--- config.mk ---
export PLATFORM = sky130hd
export DESIGN_NAME = vec_wb_collector
export DESIGN_NICKNAME = d
export VERILOG_FILES = /design/src/rtl/vec_wb_collector.sv
export SDC_FILE = /design/constraint.sdc
export NUM_CORES = 1
export LEC_CHECK = 0
export ABC_AREA = 1
export CELL_PAD_IN_SITES_DETAIL_PLACEMENT = 2
export CELL_PAD_IN_SITES_GLOBAL_PLACEMENT = 2
export CORE_AREA = 2 2 268 270
export DETAILED_ROUTE_END_ITERATION = 16
export DIE_AREA = 0 0 270 272
export DONT_BUFFER_PORTS = 1
export PLACE_DENSITY = 0.86
export RECOVER_POWER = 25
export SETUP_SLACK_MARGIN = 0.02
export SLEW_MARGIN = 20
export SYNTH_ARGS = -nofsm -noshare
export SYNTH_HDL_FRONTEND = slang
export SYNTH_SLANG_ARGS = --single-unit
--- constraint.sdc ---
create_clock -name clk -period 9.1 [get_ports clk]
set_input_delay 0.91 -clock clk [delete_from_list [all_inputs] [get_ports clk]]
set_output_delay 0.91 -clock clk [all_outputs]
set_load 0.005 [all_outputs]
--- src/rtl/vec_wb_collector.sv ---
// rtl/vec_wb_collector.sv - gathers vec_alu lane slices into one VLEN-bit register
// and hands the completed register to the vector register file over valid/ready.
module vec_wb_collector #(
  parameter int VLEN       = 128,
  parameter int LANE_WIDTH = 5,
  parameter int MAX_LANES  = 4
) (
  input  logic                      clk,
  input  logic                      reset,
  input  logic                      start,
  input  logic [2:0]                vsew,
  input  logic [1:0]                nb_lanes,
  input  logic [MAX_LANES-1:0]      lane_valid,
  input  logic [MAX_LANES*VLEN-1:0] lane_vd,
  input  logic [MAX_LANES*10-1:0]   lane_idx,
  output logic [VLEN-1:0]           out_vd,
  output logic                      out_valid,
  input  logic                      out_ready,
  output logic                      busy,
  output logic                      err
);

  localparam int NB = VLEN / 8;

  typedef enum logic [1:0] {S_IDLE, S_COLLECT, S_OUTPUT} state_t;

  state_t               state, state_n;
  logic [VLEN-1:0]      acc, acc_n;
  logic [NB-1:0]        mask, mask_n;
  logic                 err_q, err_n;
  logic [1:0]           vsew_l, vsew_n;
  logic [1:0]           nbl_l, nbl_n;

  logic [6:0]           w_bits;
  logic [3:0]           w_bytes;
  logic [VLEN-1:0]      bit_ones;
  logic [NB-1:0]        byte_ones;
  logic [MAX_LANES-1:0] lane_act;
  logic [NB-1:0]        claimed;
  logic [9:0]           idx;
  logic [VLEN-1:0]      dmask;
  logic [NB-1:0]        bmask;
  logic                 legal;
  logic                 start_ok;

  logic unused_lane_width;
  assign unused_lane_width = ^LANE_WIDTH;

  assign w_bits   = 7'd8 << vsew_l;
  assign w_bytes  = 4'd1 << vsew_l;
  assign start_ok = start && (vsew <= 3'd3);

  always_comb begin
    bit_ones  = '0;
    byte_ones = '0;
    lane_act  = '0;
    for (int b = 0; b < VLEN; b++) bit_ones[b] = (b < int'(w_bits));
    for (int b = 0; b < NB; b++) byte_ones[b] = (b < int'(w_bytes));
    for (int i = 0; i < MAX_LANES; i++) lane_act[i] = (i < (32'd1 << nbl_l));
  end

  always_ff @(posedge clk) begin
    if (reset) state <= S_IDLE;
    else       state <= state_n;
  end

  always_comb begin
    state_n = state;
    acc_n   = acc;
    mask_n  = mask;
    err_n   = err_q;
    vsew_n  = vsew_l;
    nbl_n   = nbl_l;
    claimed = '0;
    idx     = '0;
    dmask   = '0;
    bmask   = '0;
    legal   = 1'b0;
    case (state)
      S_IDLE: begin
        if (start_ok) begin
          acc_n   = '0;
          mask_n  = '0;
          err_n   = 1'b0;
          vsew_n  = vsew[1:0];
          nbl_n   = nb_lanes;
          state_n = S_COLLECT;
        end else if (start) begin
          err_n = 1'b1;
        end
      end
      S_COLLECT: begin
        // Walk lanes high to low so the lowest lane's write lands last and wins.
        for (int i = MAX_LANES - 1; i >= 0; i--) begin
          if (lane_valid[i] && lane_act[i]) begin
            idx   = lane_idx[i*10 +: 10];
            legal = ((idx & {3'd0, w_bits - 7'd1}) == 10'd0) &&
                    (({1'b0, idx} + {4'd0, w_bits}) <= 11'(VLEN));
            if (!legal) begin
              err_n = 1'b1;
            end else begin
              dmask = bit_ones << idx;
              bmask = byte_ones << idx[9:3];
              if ((bmask & (mask | claimed)) != '0) err_n = 1'b1;
              acc_n   = (acc_n & ~dmask) | (lane_vd[i*VLEN +: VLEN] & dmask);
              mask_n  = mask_n | bmask;
              claimed = claimed | bmask;
            end
          end
        end
        if (&mask_n) state_n = S_OUTPUT;
      end
      S_OUTPUT: begin
        if ((lane_valid & lane_act) != '0) err_n = 1'b1;
        if (out_ready) begin
          if (start_ok) begin
            acc_n   = '0;
            mask_n  = '0;
            err_n   = 1'b0;
            vsew_n  = vsew[1:0];
            nbl_n   = nb_lanes;
            state_n = S_COLLECT;
          end else begin
            if (start) err_n = 1'b1;
            state_n = S_IDLE;
          end
        end
      end
      default: state_n = S_IDLE;
    endcase
  end

  always_ff @(posedge clk) begin
    if (reset) begin
      acc    <= '0;
      mask   <= '0;
      err_q  <= 1'b0;
      vsew_l <= '0;
      nbl_l  <= '0;
    end else begin
      acc    <= acc_n;
      mask   <= mask_n;
      err_q  <= err_n;
      vsew_l <= vsew_n;
      nbl_l  <= nbl_n;
    end
  end

  assign out_vd    = acc;
  assign out_valid = (state == S_OUTPUT);
  assign busy      = (state != S_IDLE);
  assign err       = err_q;

endmodule

# Word-level counts from Yosys, hierarchy flattened
# Cells that the tools add are included.
# word_totals
reg_bits,151
in_bits,565
out_inout_bits,131
wordCells,308
# classes
n_addsub,5
order_cmp,151
eq_ne,6
shift,11
muxes,68
n_bitwise,34
reduce_logical,27
# op_table
op,count
128-bit two-way mux,13
128-bit AND,8
128-bit NOT,4
128-bit OR,4
127-bit by 10-bit left shift with 128-bit output,4
7-bit less-than comparator (first input constant),63
128-bit one-hot mux with 3 select lines,1
16-bit two-way mux,23
6-bit by 7-bit less-than comparator with 1-bit output (first input constant),32
16-bit OR,9
5-bit by 7-bit less-than comparator with 1-bit output (first input constant),16
16-bit AND,4
1-bit by 32-bit less-than comparator with 1-bit output (first input constant),2
2-bit by 32-bit less-than comparator with 1-bit output (first input constant),2
16-bit nonzero test,4
15-bit by 7-bit left shift with 16-bit output,4
4-bit by 7-bit less-than comparator with 1-bit output (first input constant),8
16-bit one-hot mux with 3 select lines,1
10-bit by 7-bit adder with 11-bit output,4
11-bit by 8-bit <= comparator with 1-bit output (second input constant),4
10-bit by 7-bit AND with 10-bit output,4
10-bit logical NOT,4
1-bit by 2-bit left shift with 32-bit output (first input constant),1
3-bit by 7-bit less-than comparator with 1-bit output (first input constant),4
other kinds (29),79

# Depth between registers and ports, before layout
# Gate-level depths: netlist (run 1).
# logic_depth
ltp_word,24
ltp_mapped,32
ltp_nobuf,30

# Least setup slack after synthesis (run 1)
# OpenSTA, ideal clock, no wires.
# synth_timing
path_type,input-to-reg
start,input port lane_idx[34]
end,register acc[84] (netlist: out_vd[84])
setup_ps,132
t_arrival_ps,3384
t_required_ps,8968
path_slack_ps,5584
cell_stages,23
cell_sequence,buf_2 inv_2 nand2_1 nand2_1 inv_1 ha_1 nor2_1 nand2_1 inv_1 nand2_1 nor2_1 nor2_1 nor2_4 inv_4 nor2_8 inv_2 a21oi_4 nand2_1 mux2_1 o21ai_1 nand3_1 nand3_1 a21oi_1
# synth_via
elab_chain_len,22
word_cells_on_any_way,28
# synth_lines
element,line_no,source
"start, declared",15,"input logic [MAX_LANES*10-1:0] lane_idx,"
branches (longest 4 deep; another with 10-bit by 7-bit adder with 11-bit output),--,
128-bit two-way mux (*),99,if (!legal) begin
128-bit two-way mux (*),95,if (lane_valid[i] && lane_act[i]) begin
128-bit two-way mux (*),79,case (state)
128-bit AND,105,acc_n = (acc_n & ~dmask) | (lane_vd[i*VLEN +: VLEN] & dmask);
128-bit OR,105,
128-bit two-way mux,99,
128-bit two-way mux (*),95,
[... 3 more ...],--,
128-bit two-way mux,99,
128-bit two-way mux (*),95,
128-bit two-way mux (*),79,
128-bit AND,105,
128-bit OR,105,
128-bit two-way mux,99,
128-bit two-way mux (*),95,
128-bit one-hot mux with 3 select lines (*),79,
"end signal, assigned",141,acc <= acc_n;
"end, declared",28,"logic [VLEN-1:0] acc, acc_n;"
# Every way passes the cells marked *. The select of a mux whose other input is x is not followed.
# A chain may end at the register's enable or synchronous reset.

# Final worst setup path (run 1)
# layout_timing
start,register vsew_l[0]
end,register acc[2] (netlist: out_vd[2])
# layout_via
elab_chain_len,24
word_cells_on_any_way,181
# layout_lines
element,line_no,source
"start, declared",31,"logic [1:0] vsew_l, vsew_n;"
"start signal, assigned",144,vsew_l <= vsew_n;
4-bit by 2-bit left shift with 7-bit output (*),49,assign w_bits = 7'd8 << vsew_l;
"1-bit by 7-bit less-than comparator with 1-bit output, or another cell as far along",57,for (int b = 0; b < VLEN; b++) bit_ones[b] = (b < int'(w_bits));
127-bit by 10-bit left shift with 128-bit output,102,dmask = bit_ones << idx;
128-bit NOT,105,
128-bit AND,105,
128-bit OR,105,
128-bit two-way mux,99,
128-bit two-way mux,95,
[... 8 more ...],--,
128-bit two-way mux,99,
128-bit two-way mux,95,
128-bit two-way mux,79,
128-bit AND,105,
128-bit OR,105,
128-bit two-way mux,99,
128-bit two-way mux (*),95,
128-bit one-hot mux with 3 select lines (*),79,
# Every way passes the cells marked *; elsewhere a longest branch is shown, timed or not. The select of a mux whose other input is x is not followed.

==> reports/results.ini, run 1 <==
[outcome]
outcome = finished clean

[timing]
period_share = 0.6374
setup-violations-final = 0
max_freq_ghz = 0.1724
max_slew_margin = 0.1898
skew_ns = 0.01510
fin_ws_ns = 3.299
finalHoldViolCount = 0
worstMarginPinSlew_ns = 1.203
min_period_ns = 5.801
rsz0062_at_grt = no
setup_tns_ns = 0
maxSlewViolCount = 0

[clock_tree]
clockBufferDepth = 2
clk_pin_slew_ns = 0.09
cts_tree = done
h-tree-depth = 4
insertion_delay_ns = 0.53
cts_sinks = 151
cts_setup_buffers = 0
root_buffer = clkbuf_16
cts_resized = 0
cts_made_buffers = 17
cts-hold-fix-buffers = 0

[yosys]
synth-edff-count = 0
syn-cell-area_mm2 = 0.02386
avgSynthCellArea_um2 = 5.219
yosys_warnings = 0
synth-seq-cells = 151
yosysSeqAreaShare = 0.1267
synthFlopType = dfxtp_1
syn_nets = 5158
yosysUniqueCellTypes = 67
syn_inst = 4571
async_flop_share = 0

[routing]
viasPerCell = 6.803
routed_wirelength_um = 186400
drt_iter0_markers = 4547
top_layer = met5
wire_per_inst_um = 34.77
drt_pre_antenna_iters = 6
wl_met2_um = 78440
ant_nets = 0
dr_wl_met3_um = 22260
via_count = 36470
drc = 0
wl_met1_um = 70090

[final_layout]
fin_nets = 4950
area_delta_synth_final_pct = 4.830
final_common_cell = nand2_1
layout-drive-gt1-share = 0.03725
final_cell_mix = nand2_1 (1,328), nand3_1 (456), a21oi_1 (447), o21ai_0 (418), inv_1 (402)

[flow_run]
drv_cap = 0

[setup_path]
cp-start-kind = flop
reg2reg_depth = 16
critPathKind = flop to flop
path_buf_inv = 5
cp_top_family = buffers and inverters
cp.depth = 16
path_cells = buf_4 -> nand2_2 -> inv_2 -> ha_1 -> o211ai_1 -> a21oi_1 -> nand3_1 -> nor2_2 -> nand4_1 -> buf_4 -> inv_2 -> buf_4 -> nand4_1 -> a31oi_1 -> o21ai_0 -> a21oi_1
cp-end-kind = flop
crit_arrival_ns = 6.25
worstPathMaxFanout = 34
crit_top_cell = buf_4
max_stage_delay_ns = 0.54
required_ns = 9.55
slowest_stage = nand4_1

[pwr]
p_leak_nw = 10.40
total_power_mw = 2.696
power.density_mw_per_mm2 = 107.8
irDropWorstVdd_mv = 0.1211

[floorplanning]
chipWidth_um = 270
die_area_mm2 = 0.07344
start_util = 0.3372
ios = 696
num_rows = 98
fp.dieH_um = 272
core_mm2 = 0.07075

[min_path]
whs_path_depth = 1
hp-class = input port to flop

[global_route]
grt_pass1_vias = 36640
grt_use_total = 0.4835
grt_pass1_wl_um = 262700
antenna_found_initial = 47
grt_max_degree = 149
grt_overflow = 0

[placement]
place_congestion = 1.056
dp.final_hpwl_um = 146600
place_ws_ns = 3.551
numPortBuffers = 0

routing by layer:
| layer | vias up | global-route usage |
|---|---|---|
| met5 | - | 0 |
| met4 | 24 | 0.3493 |
| met3 | 714 | 0.1670 |
| met2 | 2344 | 0.7225 |
| met1 | 18100 | 0.5763 |
| li1 | 15290 | - |
synth_stat cells, types with 30 or more instances:
master | number | area [um2]
o21ai_0 | 423 | 2117
clkbuf_1 | 182 | 683.2
o22ai_1 | 47 | 294.0
a31oi_1 | 48 | 300.3
inv_1 | 403 | 1513
dfxtp_1 | 151 | 3023
buf_1 | 52 | 195.2
o211ai_1 | 236 | 1772
o221ai_1 | 34 | 297.8
a21oi_1 | 447 | 2237
nand4_1 | 47 | 294.0
o21ai_1 | 30 | 150.1
nor2_1 | 375 | 1408
nand2_1 | 1329 | 4989
nand3_1 | 456 | 2282
nor3_1 | 36 | 180.2
cell type report:
type | instances | area, um2
Fill cell | 9405 | 45740
Multi-Input combinational cell | 3718 | 18150
Sequential cell | 151 | 3023
Inverter | 433 | 1635
Tap cell | 950 | 1189
Clock buffer | 17 | 425.4
Timing Repair Buffer | 42 | 315.3
Clock inverter | 15 | 183.9
Antenna cell | 35 | 87.58
path summary, 6_finish.rpt:
check,startpoint,end,slack (ns)
worst min-delay path,reset,out_vd[111]$_SDFFE_PP0P_,0.44
worst max register to register,vsew_l[0]$_SDFFE_PP0P_,out_vd[2]$_SDFFE_PP0P_,3.30
worst max-delay path,vsew_l[0]$_SDFFE_PP0P_,out_vd[2]$_SDFFE_PP0P_,3.30
worst min register to register,mask[0]$_SDFFE_PP0P_,mask[0]$_SDFFE_PP0P_,0.49
report_power, final:
| part | switching, mW | internal [mW] |
|---|---|---|
| Clock | 0.441 | 0.418 |
| Sequential | 0.0140 | 0.669 |
| Combinational | 0.910 | 0.245 |
| Total | 1.36 | 1.33 |
stage by stage:
step	std cells	hold WS [ns]	area [um2]	util
6_report	5361	0.4388	25010	0.3535
5_1_grt	5351	0.4450	24990	0.3531
4_1_cts	5326	0.4330	24920	0.3523
3_5_place_dp	5294	0.4687	24310	0.3436
3_3_place_gp	5294	0.4538	24310	0.3436
2_1_floorplan	4571	0.4378	23860	-
registers in the layout, summed over array words and instances (netlist names):
register / cells
mask: 16
state: 2
err: 1
out_vd: 128
nbl_l: 2
vsew_l: 2
cells by family after synthesis:
| family | synth area share |
|---|---|
| AND/OR/NAND/NOR | 0.4047 |
| XOR/XNOR | 0.001102 |
| flip-flops | 0.1267 |
| adder cells (fa/ha/maj) | 0.01154 |
| multiplexers | 0.004353 |
| AO/OA/AOI/OAI | 0.3386 |
| buffers and inverters | 0.1130 |
Note: power is estimated with default switching activity, not from simulation.
==> run 2: changes to the inputs <==
--- a/config.mk
+++ b/config.mk
@@ -5,14 +5,14 @@
 export SDC_FILE = /design/constraint.sdc
 export NUM_CORES = 1
 export LEC_CHECK = 0
-export ABC_AREA = 1
+export ABC_AREA = 0
 export CELL_PAD_IN_SITES_DETAIL_PLACEMENT = 2
 export CELL_PAD_IN_SITES_GLOBAL_PLACEMENT = 2
-export CORE_AREA = 2 2 268 270
+export CORE_AREA = 2 2 267 269
 export DETAILED_ROUTE_END_ITERATION = 16
-export DIE_AREA = 0 0 270 272
+export DIE_AREA = 0 0 269 271
 export DONT_BUFFER_PORTS = 1
-export PLACE_DENSITY = 0.86
+export PLACE_DENSITY = 0.68
 export RECOVER_POWER = 25
 export SETUP_SLACK_MARGIN = 0.02
 export SLEW_MARGIN = 20
==> constraint.sdc (replaced) <==
create_clock -name clk -period 5.9 [get_ports clk]
set_input_delay 0.59 -clock clk [delete_from_list [all_inputs] [get_ports clk]]
set_output_delay 0.59 -clock clk [all_outputs]
set_load 0.005 [all_outputs]
==> reports/results.ini, run 2 <==
[floorplanning]
start_util = 0.2833  ; -0.05393
ios = 696  ; unchanged
chipWidth_um = 269  ; -0.37%
core_mm2 = 0.06979  ; -1.4%
fp.dieH_um = 271  ; -0.37%
num_rows = 97  ; -1.0%
die_area_mm2 = 0.07290  ; -0.74%

[final_layout]
n_fill_cell = 8428  ; -10%
final_common_cell = nand2_1
finalCoreUtilization = 0.3076  ; -0.04594
fin_nets = 3415  ; -31%
largest_reg_flops = 128  ; unchanged
fin_area_mm2 = 0.02146  ; -14%
final_cell_mix = nand2_1 (371), nor2_1 (358), a21oi_1 (262), o21ai_0 (250), mux2i_1 (199)
area_delta_synth_final_pct = 8.570
layout-drive-gt1-share = 0.1010  ; +0.06377

[clock_tree]
cts_resized = 0  ; unchanged
h-tree-depth = 4  ; unchanged
cts_made_buffers = 17  ; unchanged
insertion_delay_ns = 0.51  ; -0.02 ns
clk_pin_slew_ns = 0.10  ; about the same
cts-hold-fix-buffers = 0  ; unchanged
cts_sinks = 151  ; unchanged
root_buffer = clkbuf_16
clockBufferDepth = 2  ; unchanged
cts_setup_buffers = 0  ; unchanged
cts_tree = done

[timing]
max_slew_margin = 0.1306  ; -0.05922
worstMarginPinSlew_ns = 1.290  ; +0.08790 ns
min_period_ns = 5.589  ; -0.2121 ns
maxSlewViolCount = 0  ; unchanged
fin_ws_ns = 0.3115  ; -2.988 ns
setup-violations-final = 0  ; unchanged
finalHoldViolCount = 0  ; unchanged
period_share = 0.9472  ; +0.3098
skew_ns = 0.02996  ; +0.01486 ns
rsz0062_at_grt = no
setup_tns_ns = 0  ; unchanged
max_freq_ghz = 0.1789  ; +3.8%
hold_slack_ns = 0.1539  ; -0.2849 ns

[yosys]
synth_top_cell_by_area = dfxtp_1
synthFlopType = dfxtp_1
syn-cell-area_mm2 = 0.01977  ; -17%
synth-seq-cells = 151  ; unchanged
async_flop_share = 0  ; unchanged
synth_top_cell_area_share = 0.1529  ; -0.05618
yosysMostFrequentCell = nand2_1
syn_nets = 3549  ; -31%
yosysSeqAreaShare = 0.1529  ; +0.02621
syn_inst = 2962  ; -35%
synth-edff-count = 0  ; unchanged
synthTopCellsByArea = dfxtp_1 (15%), mux2i_1 (10%), nand2_1 (7.1%), nor2_1 (6.9%), a21oi_1 (6.7%)
yosys_warnings = 0  ; unchanged
avgSynthCellArea_um2 = 6.674  ; +28%
yosysUniqueCellTypes = 97  ; +45%
synth_common_cells = nand2_1 (372), nor2_1 (361), a21oi_1 (264)

[routing]
via_count = 25520  ; -30%
routed_wirelength_um = 143700  ; -23%
drt_iter0_markers = 2466  ; -46%
wire_per_inst_um = 37.81  ; +8.8%
ant_nets = 0  ; unchanged
drt_pre_antenna_iters = 5  ; -1
drc = 0  ; unchanged
viasPerCell = 6.715  ; -1.3%

[setup_path]
slowest_stage = a2111oi_4
cp-start-kind = flop
cp-end-kind = flop
max_stage_delay_ns = 0.77  ; +0.23 ns
cp_top_family = compound AO/OA/AOI/OAI gates
critPathKind = flop to flop
crit_arrival_ns = 5.97  ; -0.28 ns
worstPathMaxFanout = 29  ; -15%
regToRegSetupSlack_ns = 0.31  ; -2.99 ns
path_buf_inv = 0  ; -5
required_ns = 6.28  ; -3.27 ns
path_cells = nand2b_1 -> xnor2_1 -> ha_1 -> nor2b_1 -> or2_1 -> o311ai_1 -> o211ai_2 -> a2111oi_4 -> o21ai_1 -> mux2_1 -> mux2_2 -> mux2_2 -> mux2i_1 -> o21ai_1

[outcome]
outcome = finished clean

[global_route]
antenna_found_initial = 33  ; -30%
grt_max_degree = 97  ; -35%
grt_pass1_vias = 25780  ; -30%
grt_use_total = 0.3803  ; -0.1032
grt_pass1_wl_um = 200700  ; -24%
grt_overflow = 0  ; unchanged

[pwr]
irDropWorstVdd_mv = 0.1854  ; +53%
p_leak_nw = 7.731  ; -26%
power.density_mw_per_mm2 = 151.8  ; +41%

[placement]
place_area_mm2 = 0.02081  ; -14%
place_ws_ns = 0.4270  ; -3.125 ns
dp.final_hpwl_um = 114400  ; -22%
numPortBuffers = 0  ; unchanged
place_congestion = 1.011  ; -4.3%

[flow_run]
drv_cap = 0  ; unchanged

[min_path]
hp-class = input port to flop

[run 2: final timing paths]
| kind | end | startpoint | cells past startpoint |
|---|---|---|---|
| hold / removal | out_vd[62]$_SDFFE_PP0P_ | reset | 1 |
| hold reg to reg | out_vd[91]$_SDFFE_PP0P_ | out_vd[91]$_SDFFE_PP0P_ | 2 |
| setup reg to reg | out_vd[116]$_SDFFE_PP0P_ | vsew_l[0]$_SDFFE_PP0P_ | 14 |
| setup / recovery | out_vd[116]$_SDFFE_PP0P_ | vsew_l[0]$_SDFFE_PP0P_ | 14 |
[run 2: layout make-up]
cell class,count,area [um2],area share
multi-input combinational,2509,15640,0.7285
timing repair buffer,105,800.8,0.03731
antenna,20,50.05,0.002332
inverter,44,165.2,0.007695
tap,940,1176,0.05480
clock inverter,15,182.7,0.008511
clock buffer,17,425.4,0.01982
sequential,151,3028,0.1411
[run 2: cell families (layout without fill, tap and decap cells)]
family,count (synthesis),in the layout,synth area share
mux,299,299,0.1577
flops,151,151,0.1529
compound gates,1079,1079,0.3616
simple gates,1098,1098,0.2484
xor+xnor,6,6,0.003038
fa+ha+maj,27,27,0.01646
buf+inv,302,181,0.05987
other cells,0,20,0
[run 2: stage by stage]
stage / total power [mW] / instances
2_1_floorplan: 1.692 / 2962
3_3_place_gp: 1.935 / 3749
3_5_place_dp: 1.967 / 3749
4_1_cts: 3.237 / 3781
5_1_grt: 3.348 / 3796
6_report: 3.258 / 3801
[run 2: where the power goes]
group | switching, mW | total (mW) | internal [mW]
sequential | 0.0194 | 1.05 | 1.03
clock | 0.668 | 1.28 | 0.610
combinational | 0.703 | 0.935 | 0.232
[run 2: per-layer routing]
layer | up-vias | wire length [um] | GRT usage
met5 | - | 139 | 0
met4 | 22 | 7556 | 0.1791
met3 | 289 | 12870 | 0.1094
met2 | 1212 | 65680 | 0.6047
met1 | 13170 | 57470 | 0.4692
li1 | 10830 | - | -
